===== config.mk =====
export PLATFORM = sky130hd
export DESIGN_NAME = sos_cascade_sequencer
export DESIGN_NICKNAME = d
export VERILOG_FILES = /design/src/rtl/sos_cascade_sequencer.sv
export SDC_FILE = /design/constraint.sdc
export NUM_CORES = 1
export LEC_CHECK = 0
export CAP_MARGIN = 15
export CORE_MARGIN = 5
export CORE_UTILIZATION = 55
export CTS_CLUSTER_DIAMETER = 30
export DETAILED_ROUTE_END_ITERATION = 10
export DONT_BUFFER_PORTS = 1
export GPL_ROUTABILITY_DRIVEN = 0
export PLACE_DENSITY = 0.7
export SYNTH_ARGS = -nofsm -noshare
export SYNTH_HDL_FRONTEND = slang
export SYNTH_SLANG_ARGS = --single-unit
export TNS_END_PERCENT = 30

===== constraint.sdc =====
create_clock -name clk -period 4.9 [get_ports clk]
set_clock_uncertainty 0.2 [all_clocks]
set_input_delay 0.245 -clock clk [delete_from_list [all_inputs] [get_ports clk]]
set_output_delay 0.245 -clock clk [all_outputs]
set_load 0.01 [all_outputs]

===== src/rtl/sos_cascade_sequencer.sv =====
// sos_cascade_sequencer
//   Time-multiplexes one shared biquad (SOS) core across NUM_STAGES cascaded
//   IIR sections. Each accepted sample is walked through stages 0..N-1, with
//   each core result chained into the next stage. Holds a runtime-writable
//   coefficient bank that defaults to pass-through.
//
//   Optional feature macro: SOS_SEQ_TIMEOUT_EN (WAIT-state watchdog; when it
//   is undefined, core_timeout is tied 0 and WAIT holds indefinitely).
//
// Ports
//   clk, reset                 rising-edge clock, synchronous active-high reset
//   data_in, sample_trig       sample input and its one-cycle strobe
//   data_out, filter_done      cascade result (held) and its one-cycle strobe
//   busy, cfg_busy             high in any state except IDLE
//   sample_overrun             sticky: trig arrived while busy
//   core_timeout               sticky watchdog flag
//   clr_flags                  clears both sticky flags (a set wins)
//   cfg_we/stage/sel/data      coefficient write port, honoured only in IDLE
//   core_start, core_stage,
//   core_data_in, core_coef    request to the shared core ({GAIN,A2,A1,B2,B1,B0})
//   core_done, core_data_out   core result return
module sos_cascade_sequencer #(
   parameter int NUM_STAGES     = 2,
   parameter int COEF_SIZE      = 20,
   parameter int DATA_SIZE      = 24,
   parameter int TIMEOUT_CYCLES = 64,
   localparam int STAGE_W       = (NUM_STAGES > 1) ? $clog2(NUM_STAGES) : 1
) (
   input  logic                   clk,
   input  logic                   reset,
   input  logic [DATA_SIZE-1:0]   data_in,
   input  logic                   sample_trig,
   output logic [DATA_SIZE-1:0]   data_out,
   output logic                   filter_done,
   output logic                   busy,
   output logic                   sample_overrun,
   output logic                   core_timeout,
   input  logic                   clr_flags,
   input  logic                   cfg_we,
   input  logic [STAGE_W-1:0]     cfg_stage,
   input  logic [2:0]             cfg_sel,
   input  logic [COEF_SIZE-1:0]   cfg_data,
   output logic                   cfg_busy,
   output logic                   core_start,
   output logic [STAGE_W-1:0]     core_stage,
   output logic [DATA_SIZE-1:0]   core_data_in,
   output logic [6*COEF_SIZE-1:0] core_coef,
   input  logic                   core_done,
   input  logic [DATA_SIZE-1:0]   core_data_out
);

   typedef enum logic [1:0] {S_IDLE, S_ISSUE, S_WAIT, S_DONE} state_t;

   localparam logic [COEF_SIZE-1:0]   UNITY    = {2'b01, {(COEF_SIZE-2){1'b0}}};
   localparam logic [6*COEF_SIZE-1:0] BANK_RST = {UNITY, {(4*COEF_SIZE){1'b0}}, UNITY};
   localparam logic [STAGE_W-1:0]     LAST_STG = STAGE_W'(NUM_STAGES - 1);

   state_t                 state_q, state_d;
   logic [STAGE_W-1:0]     stage_q, stage_d;
   logic [DATA_SIZE-1:0]   work_q, work_d;
   logic [DATA_SIZE-1:0]   dout_q, dout_d;
   logic [6*COEF_SIZE-1:0] bank_q [NUM_STAGES];
   logic [6*COEF_SIZE-1:0] bank_d [NUM_STAGES];
   logic [6*COEF_SIZE-1:0] coef_q;
   logic                   ovr_q, ovr_d;

`ifdef SOS_SEQ_TIMEOUT_EN
   localparam int             TMO_W    = (TIMEOUT_CYCLES > 1) ? $clog2(TIMEOUT_CYCLES) : 1;
   localparam logic [TMO_W-1:0] TMO_LAST = TMO_W'(TIMEOUT_CYCLES - 1);
   logic [TMO_W-1:0] tmo_cnt_q, tmo_cnt_d;
   logic             tmo_flag_q, tmo_flag_d;
`endif

   always_comb begin
      state_d = state_q;
      stage_d = stage_q;
      work_d  = work_q;
      dout_d  = dout_q;
      bank_d  = bank_q;
`ifdef SOS_SEQ_TIMEOUT_EN
      tmo_cnt_d  = tmo_cnt_q;
      tmo_flag_d = clr_flags ? 1'b0 : tmo_flag_q;
`endif

      // Set has priority over clear; DONE counts as busy, so a trig there is an overrun.
      ovr_d = clr_flags ? 1'b0 : ovr_q;
      if (sample_trig && (state_q != S_IDLE)) begin
         ovr_d = 1'b1;
      end

      if ((state_q == S_IDLE) && cfg_we && (int'(cfg_stage) < NUM_STAGES) && (cfg_sel < 3'd6)) begin
         bank_d[cfg_stage][int'(cfg_sel)*COEF_SIZE +: COEF_SIZE] = cfg_data;
      end

      case (state_q)
         S_IDLE: begin
            if (sample_trig) begin
               work_d  = data_in;
               stage_d = '0;
               state_d = S_ISSUE;
            end
         end
         S_ISSUE: begin
            state_d = S_WAIT;
`ifdef SOS_SEQ_TIMEOUT_EN
            tmo_cnt_d = '0;
`endif
         end
         S_WAIT: begin
            if (core_done) begin
               work_d = core_data_out;
               if (stage_q == LAST_STG) begin
                  dout_d  = core_data_out;
                  state_d = S_DONE;
               end else begin
                  stage_d = stage_q + 1'b1;
                  state_d = S_ISSUE;
               end
            end
`ifdef SOS_SEQ_TIMEOUT_EN
            else if (tmo_cnt_q == TMO_LAST) begin
               tmo_flag_d = 1'b1;
               state_d    = S_IDLE;
            end else begin
               tmo_cnt_d = tmo_cnt_q + 1'b1;
            end
`endif
         end
         S_DONE:  state_d = S_IDLE;
         default: state_d = S_IDLE;
      endcase
   end

   always_ff @(posedge clk) begin
      if (reset) begin
         state_q <= S_IDLE;
         stage_q <= '0;
         work_q  <= '0;
         dout_q  <= '0;
         ovr_q   <= 1'b0;
         coef_q  <= BANK_RST;
         for (int unsigned i = 0; i < NUM_STAGES; i++) begin
            bank_q[i] <= BANK_RST;
         end
`ifdef SOS_SEQ_TIMEOUT_EN
         tmo_cnt_q  <= '0;
         tmo_flag_q <= 1'b0;
`endif
      end else begin
         state_q <= state_d;
         stage_q <= stage_d;
         work_q  <= work_d;
         dout_q  <= dout_d;
         ovr_q   <= ovr_d;
         bank_q  <= bank_d;
         // Loaded from the next-state bank so a write coincident with an accepted
         // trig is already visible when stage 0 issues.
         coef_q  <= bank_d[stage_d];
`ifdef SOS_SEQ_TIMEOUT_EN
         tmo_cnt_q  <= tmo_cnt_d;
         tmo_flag_q <= tmo_flag_d;
`endif
      end
   end

   assign data_out       = dout_q;
   assign filter_done    = (state_q == S_DONE);
   assign busy           = (state_q != S_IDLE);
   assign cfg_busy       = busy;
   assign sample_overrun = ovr_q;
   assign core_start     = (state_q == S_ISSUE);
   assign core_stage     = stage_q;
   assign core_data_in   = work_q;
   assign core_coef      = coef_q;
`ifdef SOS_SEQ_TIMEOUT_EN
   assign core_timeout   = tmo_flag_q;
`else
   assign core_timeout   = 1'b0;
`endif

endmodule


==> results <==
- The die covers 0.0351 mm^2.
- In the synthesized netlist, the cells that appear most often are sky130_fd_sc_hd__dfxtp_1 (412), sky130_fd_sc_hd__nor2_1 (290), sky130_fd_sc_hd__mux2i_1 (221), sky130_fd_sc_hd__nand2_1 (175), sky130_fd_sc_hd__o22ai_1 (124).
- The sequential area share after synthesis is 0.477.
- Yosys attributes the largest share of cell area to sky130_fd_sc_hd__dfxtp_1 (48%), sky130_fd_sc_hd__mux2i_1 (13%), sky130_fd_sc_hd__nor2_1 (6.3%), sky130_fd_sc_hd__o22ai_1 (4.5%), sky130_fd_sc_hd__nand2_1 (3.8%).
- Across every metal layer, demand over resource in global routing totals 0.288.
- For this run, asynchronously set or reset flops after synthesis account for 0.
- The instance area after placement is 0.0174 mm^2.
- Measured on the finished design, the core utilization comes to 0.671.
- In this run, synthesis inferred 0 flip-flops with an integrated enable.
- The post-synth net total is 1914.
- The pin count of the biggest net entering global routing is 264.
- The number of hold-slack violations in the final timing report came to 0.
- The total number of vias is 14500.
- After detailed routing, the total wire length is 52.8 mm.
- The global-route wire length before repair is 81.7 mm.
- Of all nets on the critical path, the largest fanout is 46.
- After detailed routing, the number of remaining DRC violations is 0.
- Clock tree synthesis selected as its root buffer the cell sky130_fd_sc_hd__clkbuf_16.
- The number of design-rule violations left by the first detailed-router iteration is 1645.
- The later pin in the worst-skew pair is clocked with a latency of 580 ps.
- Detailed placement ended at an HPWL of 33.8 mm.
- In this run, distinct cell masters in the synthesized netlist total 88.
- The clock tree from TritonCTS is built.
- The number of H-tree levels is 3.
- Dividing the synthesized area by the synthesized cell count gives 9.47 um^2.
- The register-to-register path setup slack is 1520 ps.
- Tracing the worst setup path back leads to its startpoint at cfg_sel[0].
- The critical path endpoint category is a flop.
- The finished cells cover 0.0210 mm^2.
- The worst setup path is launched from an input pin.
- After floorplanning, the core was divided into 65 placement rows.
- The worst hold path startpoint is cfg_sel[0].
- Relative to the synthesized area, the layout overhead comes to 21.5%.
- The data required time of the worst path is 5160 ps.
- The min-delay analysis places its worst path in the category in -> reg.
- Hold repair after CTS inserted 76 buffers.
- The area of the core is 0.0313 mm^2.
- The most common flop cell mapped by yosys is sky130_fd_sc_hd__dfxtp_1.
- The share of layout cells above drive strength 1 is 0.132.
- The worst-case IR drop observed on VDD is 0.000305 V.
- Setup violations remaining at the end of the flow were counted as 0.
- The layout net count is 1961.
- Setup repair after global routing left no endpoint under its margin.
- The max-slew violation count is 0.
- The count of buffers from port buffering is 0.
- The via count of the first global-routing pass was 14000.
- The Yosys step of the flow raised 0 warnings.
- The maximum buffer depth of the clock tree is 3.
- The clock transition at the register clock pins on the worst setup and hold paths after CTS is 50 ps.
- The number of standard cells after synthesis is 1827.
- The run finished with clean final reports.
- The clock period could shrink to 3960 ps.
- Headroom to the max-slew limit came out at 0.207.
- The critical path data arrival time is 4220 ps.
- The library cell contributing the largest single delay on the critical path is sky130_fd_sc_hd__dlygate4sd3_1.
- Synthesis inferred 412 register bits.
- The share of synthesized area in the top cell type comes to 0.477.
- The design draws 9990 uW.
- The number of iterations in the first detailed-routing pass is 9.
- The initial antenna violation count is 0.
- The tree built by TritonCTS fans out to 412 sinks.
- The post-CTS resize count is 0.
- The total CTS buffers is 81.
- The initial utilization of the core area, before any placement, comes to 0.552.
- The critical path goes through ha_1, ha_1, or4_1, buf_4, nor2_1, ha_1, nand2_1, mux2i_1, buf_4, nand2_1, buf_4, a21oi_2, nand2b_1, a21oi_1, dlygate4sd3_1.
- The library cell with the largest summed area after synthesis is sky130_fd_sc_hd__dfxtp_1.
- The final antenna-violating net count is 0.
- The origin of the critical flop-to-flop path is state_q[0]$_SDFFE_PP0P_.
- For the pin with the worst max-slew slack, the measured transition is 1190 ps.
- Timing would allow up to 0.253 GHz.
- The number of placed I/O pins is 253.
- After global routing the overflow that remains totals 0.
- The buffers inserted during post-CTS setup optimization is 0.
- Of the available clock period, the critical path in the final layout requires 0.808.
- The vias per cell is 6.18.
- In this run the vertical extent of the chip is 187 um.
- The worst setup path category is in -> reg.
- The area of the mapped netlist is 0.0173 mm^2.
- The final total negative setup slack is 0 ps.
- Summed over all cells, the static leakage comes to 0.00792 uW.
- In the post-synthesis netlist, the cell with the most instances is sky130_fd_sc_hd__dfxtp_1.
- The wire length per cell is 22.6 um.
- The die is 187 um wide.
- The tool flagged a number of max-cap violations equal to 0.
- In this design, the stage delay of the slowest critical-path cell is 550 ps.
- For this design the ratio of total power to cell area is 476 mW/mm^2.
-- report_power, final --
| group | switching, uW | internal (uW) |
|---|---|---|
| sequential | 44.7 | 3400 |
| combinational | 632 | 266 |
| clock | 1910 | 3740 |
-- sequential cells by signal, indices dropped and copies added (netlist names) --
name and flops:
bank_q 240, core_coef 120, core_data_in 24, core_stage 1, data_out 24, sample_overrun 1
state_q 2
-- critical path: cells and delay by family --
| kind | cells | cell delay [ps] |
|---|---|---|
| AOI/OAI and AO/OA | 2 | 520 |
| adders and majority gates | 3 | 1070 |
| muxes | 1 | 140 |
| buffers and inverters | 4 | 1200 |
| and+or+nand+nor | 5 | 1020 |
-- metrics by stage --
stage,worst slack [ps],hold WS (ps),std cells
global route,669,38.3,2341
detailed placement,523,141,2117
floorplan,1180,181,1827
global placement,612,139,2117
finish,940,35.9,2342
CTS,1020,2.46,2341
-- placed cells by master, fill, tap and decap left out, types with 7 or more instances in the layout --
cell type	netlist	layout
sky130_fd_sc_hd__o21ai_0	15	15
sky130_fd_sc_hd__a211oi_1	19	19
sky130_fd_sc_hd__clkinvlp_4	0	14
sky130_fd_sc_hd__or3_1	8	7
sky130_fd_sc_hd__dfxtp_1	412	412
sky130_fd_sc_hd__o211ai_1	8	8
sky130_fd_sc_hd__a32oi_1	7	7
sky130_fd_sc_hd__nor3_2	8	8
sky130_fd_sc_hd__nor2_1	290	288
sky130_fd_sc_hd__inv_6	0	12
sky130_fd_sc_hd__ha_1	9	9
sky130_fd_sc_hd__buf_4	10	20
sky130_fd_sc_hd__bufinv_16	0	9
sky130_fd_sc_hd__o2bb2ai_1	7	7
sky130_fd_sc_hd__clkbuf_8	0	7
sky130_fd_sc_hd__a311oi_1	24	24
sky130_fd_sc_hd__clkbuf_16	0	83
sky130_fd_sc_hd__nor3b_1	11	11
sky130_fd_sc_hd__o22ai_1	124	124
sky130_fd_sc_hd__a21oi_1	50	50
sky130_fd_sc_hd__nand2_1	175	174
sky130_fd_sc_hd__nor4_1	7	7
sky130_fd_sc_hd__nand4_1	15	15
sky130_fd_sc_hd__dlygate4sd3_1	0	75
sky130_fd_sc_hd__mux2_2	12	12
sky130_fd_sc_hd__mux2i_1	221	221
sky130_fd_sc_hd__nor2_2	7	8
sky130_fd_sc_hd__inv_1	21	21
sky130_fd_sc_hd__o21ai_1	9	9
sky130_fd_sc_hd__a21oi_2	7	7
sky130_fd_sc_hd__nand3_1	40	40
sky130_fd_sc_hd__nor3_1	21	21
sky130_fd_sc_hd__clkinv_4	0	7
sky130_fd_sc_hd__nand2b_1	17	17
sky130_fd_sc_hd__a22oi_1	14	14
sky130_fd_sc_hd__nor3_4	7	7
-- final timing paths --
check                            to  cells past startpoint
min           bank_q[17]$_SDFF_PP0_                      4
max           bank_q[80]$_SDFF_PP0_                     15
max reg2reg   bank_q[80]$_SDFF_PP0_                      7
min reg2reg  bank_q[202]$_SDFF_PP0_                      2
-- cell type report --
| class | instances | area (um^2) |
|---|---|---|
| antenna | 1 | 2.50 |
| clock buffer | 94 | 2190 |
| timing repair buffer | 96 | 928 |
| tap | 402 | 503 |
| multi-input combinational | 1260 | 8390 |
| fill | 2368 | 10300 |
| sequential | 412 | 8250 |
| inverter | 23 | 86.3 |
| clock inverter | 54 | 671 |
-- cell families (layout without fill, tap and decap cells) --
logic type                 after synthesis  count (layout)  share of synthesized area
and+or+nand+nor                        650             650                      0.180
other                                    1               2                   0.000217
adders and majority gates                9               9                    0.00651
AOI/OAI and AO/OA                      358             358                      0.153
xor gates and xnor gates                 5               5                    0.00362
DFF                                    412             412                      0.477
buffers and inverters                  155             267                     0.0391
muxes                                  237             237                      0.141
-- metal layers --
metal | GRT usage | part of all wire | vias up
met2 | 0.455 | 0.46 | 773
met3 | 0.0817 | 0.099 | 143
met1 | 0.376 | 0.41 | 6923
met4 | 0.112 | 0.036 | 0
li1 | - | - | 6645
met5 | 0 | 0 | -
No activity file was read; power rests on OpenSTA's default activity.
